File: src/rtl/calc_pkg.sv
// Types and constants shared by the calculator and the blocks that sit in front of it.
package calc_pkg;

    localparam int DW    = 3;
    localparam int OPW   = 2;
    localparam int CNT_W = 8;

    typedef enum logic [1:0] {
        IDLE,
        ISSUE,
        WAIT,
        RESP
    } state_e;

    // Opcodes understood by the calculator's control unit.
    localparam logic [OPW-1:0] OP_ADD = 2'd0;
    localparam logic [OPW-1:0] OP_SUB = 2'd1;
    localparam logic [OPW-1:0] OP_XOR = 2'd2;
    localparam logic [OPW-1:0] OP_AND = 2'd3;

endpackage

File: src/rtl/calc_share_arb_if.sv
// Calculator-side bus: start pulse and latched operands out, completion and result back.
interface calc_share_arb_if
    import calc_pkg::*;
#(
    parameter int DW  = calc_pkg::DW,
    parameter int OPW = calc_pkg::OPW
);

    logic           calc_go;
    logic [OPW-1:0] calc_op;
    logic [DW-1:0]  calc_in1;
    logic [DW-1:0]  calc_in2;
    logic           calc_done;
    logic [DW-1:0]  calc_out;

    modport master (
        output calc_go, calc_op, calc_in1, calc_in2,
        input  calc_done, calc_out
    );

    modport slave (
        input  calc_go, calc_op, calc_in1, calc_in2,
        output calc_done, calc_out
    );

endinterface

File: src/rtl/rr_arb2.sv
// Two-way round-robin picker: on a tie the client not served last wins.
module rr_arb2 (
    input  logic [1:0] req,
    input  logic       last,
    output logic       gnt_id,
    output logic       any
);

    always_comb begin
        any    = |req;
        gnt_id = (req == 2'b11) ? ~last : req[1];
    end

endmodule

File: src/rtl/calc_share_arb.sv
// Shares one calculator between two clients: grant, issue one go, wait for done
// (or watchdog abort), then return the result with a one-cycle ack.
module calc_share_arb
    import calc_pkg::*;
#(
    parameter int DW      = calc_pkg::DW,
    parameter int OPW     = calc_pkg::OPW,
    parameter int TIMEOUT = 15
) (
    input  logic           clk,
    input  logic           rst_n,
    input  logic           req0,
    input  logic           req1,
    input  logic [OPW-1:0] op0,
    input  logic [OPW-1:0] op1,
    input  logic [DW-1:0]  a0,
    input  logic [DW-1:0]  a1,
    input  logic [DW-1:0]  b0,
    input  logic [DW-1:0]  b1,
    output logic           ack0,
    output logic           ack1,
    output logic [DW-1:0]  result,
    output logic           err,
    calc_share_arb_if.master calc
);

    localparam logic [CNT_W-1:0] CNT_LAST = CNT_W'(TIMEOUT - 1);

    state_e           state;
    logic             gnt_q;
    logic             last_q;
    logic             err_q;
    logic [DW-1:0]    res_q;
    logic [CNT_W-1:0] cnt_q;
    logic             pick_id;
    logic             pick_any;

    rr_arb2 u_rr_arb2 (
        .req    ({req1, req0}),
        .last   (last_q),
        .gnt_id (pick_id),
        .any    (pick_any)
    );

    always_ff @(posedge clk or negedge rst_n) begin
        if (!rst_n) begin
            state         <= IDLE;
            last_q        <= 1'b1;
            gnt_q         <= 1'b0;
            err_q         <= 1'b0;
            res_q         <= '0;
            cnt_q         <= '0;
            calc.calc_go  <= 1'b0;
            calc.calc_op  <= '0;
            calc.calc_in1 <= '0;
            calc.calc_in2 <= '0;
        end else begin
            calc.calc_go <= 1'b0;
            case (state)
                IDLE: begin
                    if (pick_any) begin
                        gnt_q         <= pick_id;
                        calc.calc_op  <= pick_id ? op1 : op0;
                        calc.calc_in1 <= pick_id ? a1 : a0;
                        calc.calc_in2 <= pick_id ? b1 : b0;
                        calc.calc_go  <= 1'b1;
                        state         <= ISSUE;
                    end
                end
                ISSUE: begin
                    cnt_q <= '0;
                    state <= WAIT;
                end
                // A done arriving on the watchdog's last cycle still counts as success.
                WAIT: begin
                    if (calc.calc_done) begin
                        res_q <= calc.calc_out;
                        err_q <= 1'b0;
                        state <= RESP;
                    end else if (cnt_q == CNT_LAST) begin
                        res_q <= '0;
                        err_q <= 1'b1;
                        state <= RESP;
                    end else begin
                        cnt_q <= cnt_q + 1'b1;
                    end
                end
                RESP: begin
                    last_q <= gnt_q;
                    state  <= IDLE;
                end
                default: state <= IDLE;
            endcase
        end
    end

    // Response outputs are decoded from registers only, so they change only at the edge.
    assign ack0   = (state == RESP) && !gnt_q;
    assign ack1   = (state == RESP) && gnt_q;
    assign result = (state == RESP) ? res_q : '0;
    assign err    = (state == RESP) && err_q;

endmodule
File: src/flat_wrapper.sv
// flat-port wrapper written by rule: the top's interface ports become plain ports
module calc_share_arb_flat import calc_pkg::*;
#(
    parameter int DW      = calc_pkg::DW,
    parameter int OPW     = calc_pkg::OPW,
    parameter int TIMEOUT = 15
)
  (clk, rst_n, req0, req1, op0, op1, a0, a1, b0, b1, ack0, ack1, result, err, calc_calc_go, calc_calc_op, calc_calc_in1, calc_calc_in2, calc_calc_done, calc_calc_out);
  calc_share_arb_if #(.DW(DW), .OPW(OPW)) calc_i ();
  input  logic clk;
  input  logic rst_n;
  input  logic req0;
  input  logic req1;
  input  logic [OPW-1:0] op0;
  input  logic [OPW-1:0] op1;
  input  logic [DW-1:0] a0;
  input  logic [DW-1:0] a1;
  input  logic [DW-1:0] b0;
  input  logic [DW-1:0] b1;
  output logic ack0;
  output logic ack1;
  output logic [DW-1:0] result;
  output logic err;
  output wire logic [$bits(calc_i.calc_go)-1:0] calc_calc_go;
  output wire logic [$bits(calc_i.calc_op)-1:0] calc_calc_op;
  output wire logic [$bits(calc_i.calc_in1)-1:0] calc_calc_in1;
  output wire logic [$bits(calc_i.calc_in2)-1:0] calc_calc_in2;
  input wire logic [$bits(calc_i.calc_done)-1:0] calc_calc_done;
  input wire logic [$bits(calc_i.calc_out)-1:0] calc_calc_out;
  assign calc_calc_go = calc_i.calc_go;
  assign calc_calc_op = calc_i.calc_op;
  assign calc_calc_in1 = calc_i.calc_in1;
  assign calc_calc_in2 = calc_i.calc_in2;
  assign calc_i.calc_done = calc_calc_done;
  assign calc_i.calc_out = calc_calc_out;
  calc_share_arb #(.DW(DW), .OPW(OPW), .TIMEOUT(TIMEOUT)) u_core (.clk(clk), .rst_n(rst_n), .req0(req0), .req1(req1), .op0(op0), .op1(op1), .a0(a0), .a1(a1), .b0(b0), .b1(b1), .ack0(ack0), .ack1(ack1), .result(result), .err(err), .calc(calc_i));
endmodule
File: config.mk
export PLATFORM = sky130hd
export DESIGN_NAME = calc_share_arb_flat
export DESIGN_NICKNAME = d
export VERILOG_FILES = /design/src/rtl/calc_pkg.sv /design/src/rtl/calc_share_arb_if.sv /design/src/rtl/rr_arb2.sv /design/src/rtl/calc_share_arb.sv /design/src/flat_wrapper.sv
export SDC_FILE = /design/constraint.sdc
export NUM_CORES = 1
export LEC_CHECK = 0
export ABC_CLOCK_PERIOD_IN_PS = 1890
export CAP_MARGIN = 5
export CORE_MARGIN = 5
export CORE_UTILIZATION = 46
export CTS_CLUSTER_DIAMETER = 200
export DETAILED_ROUTE_END_ITERATION = 6
export GPL_TIMING_DRIVEN = 1
export PLACE_DENSITY = 0.76
export SYNTH_ARGS = -nofsm -noshare
export SYNTH_HDL_FRONTEND = slang
export SYNTH_SLANG_ARGS = --single-unit
File: constraint.sdc
create_clock -name clk -period 1.89 [get_ports clk]
set_input_delay 0.4725 -clock clk [delete_from_list [all_inputs] [get_ports clk]]
set_output_delay 0.4725 -clock clk [all_outputs]
set_load 0.01 [all_outputs]
==> results_dict.tcl, run 1 <==
set metrics [dict create \
    fp.dieH_um 63.1 \
    final_util_pct 66.5 \
    clock_path_buffers 2 \
    avgSynthCellArea_um2 10.8 \
    syn_inst 120 \
    die_w_um 63.1 \
    antenna_found_initial 0 \
    cp-start-kind "flop" \
    dp_hpwl_um 2150 \
    ys_ff_latch 25 \
    grt_pass1_vias 1061 \
    stdcell_area_um2 1820 \
    area_growth_syn_to_layout_pct 40.5 \
    cts_max_level 1 \
    synth_cell_types 39 \
    cp_max_fo 7 \
    max_slew.worst_pin.slew_ns 0.317 \
    grt_max_degree 26 \
    core_um2 2730 \
    worst_slew_margin_rel_pct 78.9 \
    final.min_clock_period_ns 1.79 \
    placed_area_um2 1740 \
    grt-ovfl-total 0 \
    synth_warnings 0 \
    dp_cells 191 \
    worst_ep_arrival_time_ns 1.32 \
    power_density_nw_per_um2 1250 \
    clock_latency_ns 0.32 \
    start_util_pct 47.4 \
    peakVddDrop_mv 0.928 \
    path_clk_slew_ns 0.14 \
    wl_um 2810 \
    grt_pass1_wl_um 4770 \
    maxCapViolations 0 \
    finalNetCount 198 \
    drc_errors 0 \
    n_antenna_cell 0 \
    status "finished clean" \
    finalCritPeriodShare_pct 94.6 \
    yosysTopAreaCell "dfrtp_1" \
    clock-sinks 25 \
    ys_seq_area_share_pct 48.4 \
    hold_viol_final 0 \
    synth_fp_nets 150 \
    yosys.cell_count.top_type "dfrtp_1" \
    die_area_um2 3980 \
    io_pins 39 \
    floorplan.rows 19 \
    grtUsageTotal_pct 14.7 \
    io_buffers 38 \
    cp.required_ns 1.42 \
    cts_buffers 3 \
    power.leakage_uw 0.000827 \
    finalSetupViolations 0 \
    path_class "reg -> out" \
    worst_hold_path_type "in -> async" \
    end_kind "primary output" \
    drive_gt1_share_pct 16.2 \
    clockRootBuffer "clkbuf_4" \
    synth_ff_type "dfrtp_1" \
    synth_top_cell_area_share_pct 46.4 \
    finClkSkew_ns 0.00590 \
    async_flop_share_pct 100 \
    ant_nets 0 \
    syn-cell-area_um2 1290 \
    fin_cells 198 \
    tritoncts "built" \
    max_freq_mhz 559 \
    synth_commonest_cells "dfrtp_1 (24), nand2_1 (11), o21ai_0 (10), mux2i_1 (8), and2_1 (7)" \
    ys_top_cells_by_area "dfrtp_1 (46%), mux2i_1 (6.2%), ha_1 (5.8%)" \
    drt_iter0_markers 35 \
    via_count 1071 \
    dr.pass1.iters 4 \
    final-max-slew-violation-count 0 \
    grt_setup_unrepaired "no" \
    routabilityCongestion 0.808 \
    via_per_inst 5.41 \
    avgRoutedWirePerCell_um 14.2 \
    synth_edf_count 0 \
]
==> critical path: stages, from the launching register on <==
cell             delay (ns)
dfrtp_1                0.44
ha_4                   0.19
and2_1                 0.13
clkdlybuf4s15_1        0.24
==> repair_timing <==
action / CTS / global route
pin swaps: 0 / 1
hold buffers: 0 / 0
resized for setup: 9 / 9
setup endpoints to repair: 6 / 10
setup buffers: 2 / 1
==> layer usage <==
layer	global-route usage [%]	share of wire (%)	vias to the layer above
met5	0	0	-
met2	26.0	51	26
met4	5.57	0.68	0
met3	3.91	5.6	2
met1	16.7	43	511
li1	-	-	532
==> through the flow <==
step / total power [uW] / hold slack, ns / setup TNS (ns) / setup WS, ns
after floorplan: 1480 / 0.177 / 0 / 0.174
after global placement: 1920 / 0.462 / 0 / 0.00136
after detailed placement: 1980 / 0.479 / -0.121 / -0.0444
after CTS: 2250 / 0.496 / 0 / 0.0398
after global routing: 2500 / 0.520 / 0 / 0.0159
final: 2280 / 0.494 / 0 / 0.102
==> kinds of logic (layout without fill, tap and decap cells) <==
family / Yosys count / count (layout) / synth area share [%]
DFF: 25 / 25 / 48.4
AOI/OAI and AO/OA: 30 / 30 / 17.2
muxes: 10 / 10 / 7.92
buffers and inverters: 8 / 55 / 2.80
and+or+nand+nor: 41 / 41 / 17.9
adders and majority gates: 6 / 6 / 5.80
==> layout by cell type (no fill, tap or decap), drive strengths merged <==
cell,n
clkdlybuf4s50,32
a221o,3
mux2i,8
o21bai,1
buf,9
nand4,1
mux2,2
or3,1
a21boi,1
a31oi,1
nand2b,1
o22a,1
nor3,4
a22o,1
clkdlybuf4s15,6
inv,4
and3,3
a21oi,4
and4,1
o21ai,12
clkbuf,4
nand2,11
and2,8
a211o,2
or2b,1
nand3,4
nor2,1
dfstp,1
nor2b,3
nand4b,1
a32o,3
o21a,1
dfrtp,24
nor3b,1
ha,6
==> registers in the layout (all words and copies together), names as in the netlist, 2 cells and up <==
register              flops
u_core.calc.calc_in1      3
u_core.calc.calc_in2      3
u_core.calc.calc_op       2
u_core.cnt_q              8
u_core.res_q              3
u_core.state              2
==> path summary, 6_finish.rpt <==
kind	from	end	slack, ns	depth (start not counted)
worst max-delay path	u_core.state[1]$_DFFE_PN0P_	result[1]	0.10	3
worst min-delay path	rst_n	u_core.cnt_q[5]$_DFFE_PN0P_	0.49	2
worst max register to register	u_core.state[0]$_DFFE_PN0P_	u_core.cnt_q[7]$_DFFE_PN0P_	0.12	7
worst min register to register	u_core.calc.calc_in1[0]$_DFFE_PN0P_	u_core.calc.calc_in1[0]$_DFFE_PN0P_	0.50	2
max in group asynchronous	rst_n	u_core.last_q$_DFFE_PN1N_	1.11	2
min in group clk	u_core.calc.calc_in1[0]$_DFFE_PN0P_	u_core.calc.calc_in1[0]$_DFFE_PN0P_	0.50	2
==> power by group <==
| group | total [uW] | internal [uW] | switching (uW) |
|---|---|---|---|
| logic | 1140 | 624 | 516 |
| clock network | 240 | 82.5 | 157 |
| registers | 902 | 751 | 150 |
==> cell type report <==
cell class | count | area [um2]
tap | 31 | 38.8
fill | 210 | 915
timing repair buffer | 47 | 448
clock buffer | 4 | 26.3
inverter | 4 | 15.0
sequential | 25 | 627
multi-input combinational | 87 | 664
Power figures use the tool's default switching activity.
==> inputs of run 2 (changes only) <==
Settings changed: CORE_ASPECT_RATIO set to 0.75.
==> run 2 against run 1 <==
Critical path depth up 1. Power up 4.2%. Combinational power about the same. Critical endpoint unchanged.
==> results_dict.tcl, run 2 (synthesis results as in run 1) <==
set metrics [dict create \
    status "finished clean" \
    area_growth_syn_to_layout_pct 41.9 \
    dp_cells 197 \
    finClkSkew_ns 0.0154 \
    clockRootBuffer "clkbuf_8" \
    power_density_nw_per_um2 1290 \
    wl_um 2950 \
    drive_gt1_share_pct 20.7 \
    clock_path_buffers 2 \
    reg2reg_to "u_core.cnt_q[5]$_DFFE_PN0P_" \
    via_count 1089 \
    power.leakage_uw 0.000848 \
    path_clk_slew_ns 0.08 \
    path_class "reg -> out" \
    ant_nets 0 \
    finalNetCount 200 \
    dr.pass1.iters 4 \
    maxCapViolations 0 \
    place_ws_ns -0.0583 \
    drt_iter0_markers 57 \
    swShare_pct 35.5 \
    multiInputGateArea_um2 656 \
    finalSetupViolations 0 \
    via_per_inst 5.31 \
    final_util_pct 69.0 \
    die_area_um2 3990 \
    dp_hpwl_um 2310 \
    seqPwrFrac_pct 38.4 \
    die_w_um 71.3 \
    start_util_pct 48.6 \
    largest_register "u_core.cnt_q" \
    largest_reg_flops 8 \
    path_cells "ha_4, buf_4, and2_1, clkdlybuf4s15_1" \
    power.switching_uw 844 \
    worst_ep_arrival_time_ns 1.36 \
    worst_hold_path_type "reg -> reg" \
    clock-sinks 25 \
    max_slew.worst_pin.slew_ns 0.316 \
    clock_latency_ns 0.28 \
    routabilityCongestion 0.736 \
    end_kind "primary output" \
    cp_max_fo 4 \
    tritoncts "built" \
    p_int_uw 1530 \
    fin_cells 205 \
    antenna_found_initial 0 \
    grt_max_degree 26 \
    floorplan.rows 16 \
    final.min_clock_period_ns 1.83 \
    grt_pass1_wl_um 5060 \
    avgRoutedWirePerCell_um 14.4 \
    cts_max_level 1 \
    n_antenna_cell 0 \
    ff2ff_setup_slack_ns 0.07 \
    cp.required_ns 1.42 \
    drc_errors 0 \
    hold_depth 2 \
    cts_buffers 3 \
    cp-start-kind "flop" \
    fin_ws_ns 0.0601 \
    grt_pass1_vias 1097 \
    worst_slew_margin_rel_pct 78.9 \
    cpPeakStageDelay_ns 0.44 \
    min_from "u_core.calc.calc_in1[0]$_DFFE_PN0P_" \
    regArea_um2 628 \
    r2r-start "u_core.state[0]$_DFFE_PN0P_" \
    fillers 199 \
    mostFrequentLayoutCells "clkdlybuf4s50_1 (32), dfrtp_1 (23), nand2_1 (11), buf_4 (11), o21ai_0 (10)" \
    combinationalPowerShare_pct 48.0 \
    tns_ns 0 \
    clkPwrFrac_pct 13.6 \
    grtUsageTotal_pct 16.0 \
    cp_slowest_cell "dfrtp_2" \
    max_freq_mhz 546 \
    peakVddDrop_mv 0.749 \
    whs_endpoint "u_core.calc.calc_in1[0]$_DFFE_PN0P_" \
    final-max-slew-violation-count 0 \
    power.total_uw 2380 \
    grt-ovfl-total 0 \
    r2r_cells 7 \
    io_pins 39 \
    io_buffers 38 \
    hold_viol_final 0 \
    finalCritPeriodShare_pct 96.8 \
    layout.cells.most_common "clkdlybuf4s50_1" \
    core_um2 2660 \
    fp.dieH_um 56.0 \
]
run 2: changes by cell type in the layout (fill, tap and decap cells not counted), sizes merged:
| cell | previous run | this run |
|---|---|---|
| buf | 9 | 11 |
| clkbuf | 4 | 6 |
| clkdlybuf4s15 | 6 | 1 |
| clkinvlp | 0 | 1 |
| dlygate4sd2 | 0 | 2 |
run 2: worst max-delay path, delay by kind of cell, from the launching register on:
family                   cells  cell delay (ns)
flip-flops                   1             0.44
AND/OR/NAND/NOR              1             0.12
adder cells (fa/ha/maj)      1             0.18
buffers and inverters        2             0.35
run 2: repair_timing:
item,4_1_cts,5_1_grt
resized for setup,13,7
setup buffers,3,1
hold buffers,0,0
pin swaps,0,0
setup endpoints to repair,6,7
run 2: through the flow:
stage	hold slack, ns	instance area (um2)
after floorplan	0.177	1290
after global placement	0.462	1750
after detailed placement	0.471	1750
after CTS	0.490	1840
after global routing	0.516	1840
final	0.485	1840
run 2: per-layer routing:
layer / up-vias / global-route usage (%) / wire (um)
met3: 6 / 4.33 / 126
met5: - / 0 / 0
met4: 0 / 6.97 / 63
met2: 27 / 26.3 / 1440
li1: 532 / - / -
met1: 524 / 19.5 / 1320
run 2: power by group through the flow:
stage | sequential [uW] | combinational, uW | clock, uW
final | 912 | 1140 | 324
after global routing | 940 | 1260 | 366
after CTS | 909 | 1130 | 332
after detailed placement | 914 | 1080 | 0
after global placement | 894 | 1050 | 0
after floorplan | 924 | 552 | 0
run 2: cell type report:
type / instances / share of cell area (%)
clock buffers: 3 / 2.25
clock inverters: 1 / 0.408
inverters: 4 / 0.817
multi-input cells: 87 / 35.7
flip-flops and latches: 25 / 34.2
well taps: 36 / 2.45
repair buffers: 49 / 24.2
run 2: worst max-delay path by stage:
stage / startpoint / endpoint / slack [ns] / depth (start not counted)
final: u_core.state[1]$_DFFE_PN0P_ / result[1] / 0.06 / 4
after global routing: u_core.state[0]$_DFFE_PN0P_ / u_core.cnt_q[7]$_DFFE_PN0P_ / -0.002 / 7
after CTS: u_core.state[1]$_DFFE_PN0P_ / ack1 / 0.01 / 4
after detailed placement: calc_calc_done / u_core.cnt_q[7]$_DFFE_PN0P_ / -0.06 / 5
after global placement: calc_calc_done / u_core.cnt_q[7]$_DFFE_PN0P_ / 0.0007 / 5
after floorplan: u_core.state[0]$_DFFE_PN0P_ / u_core.cnt_q[2]$_DFFE_PN0P_ / 0.17 / 7
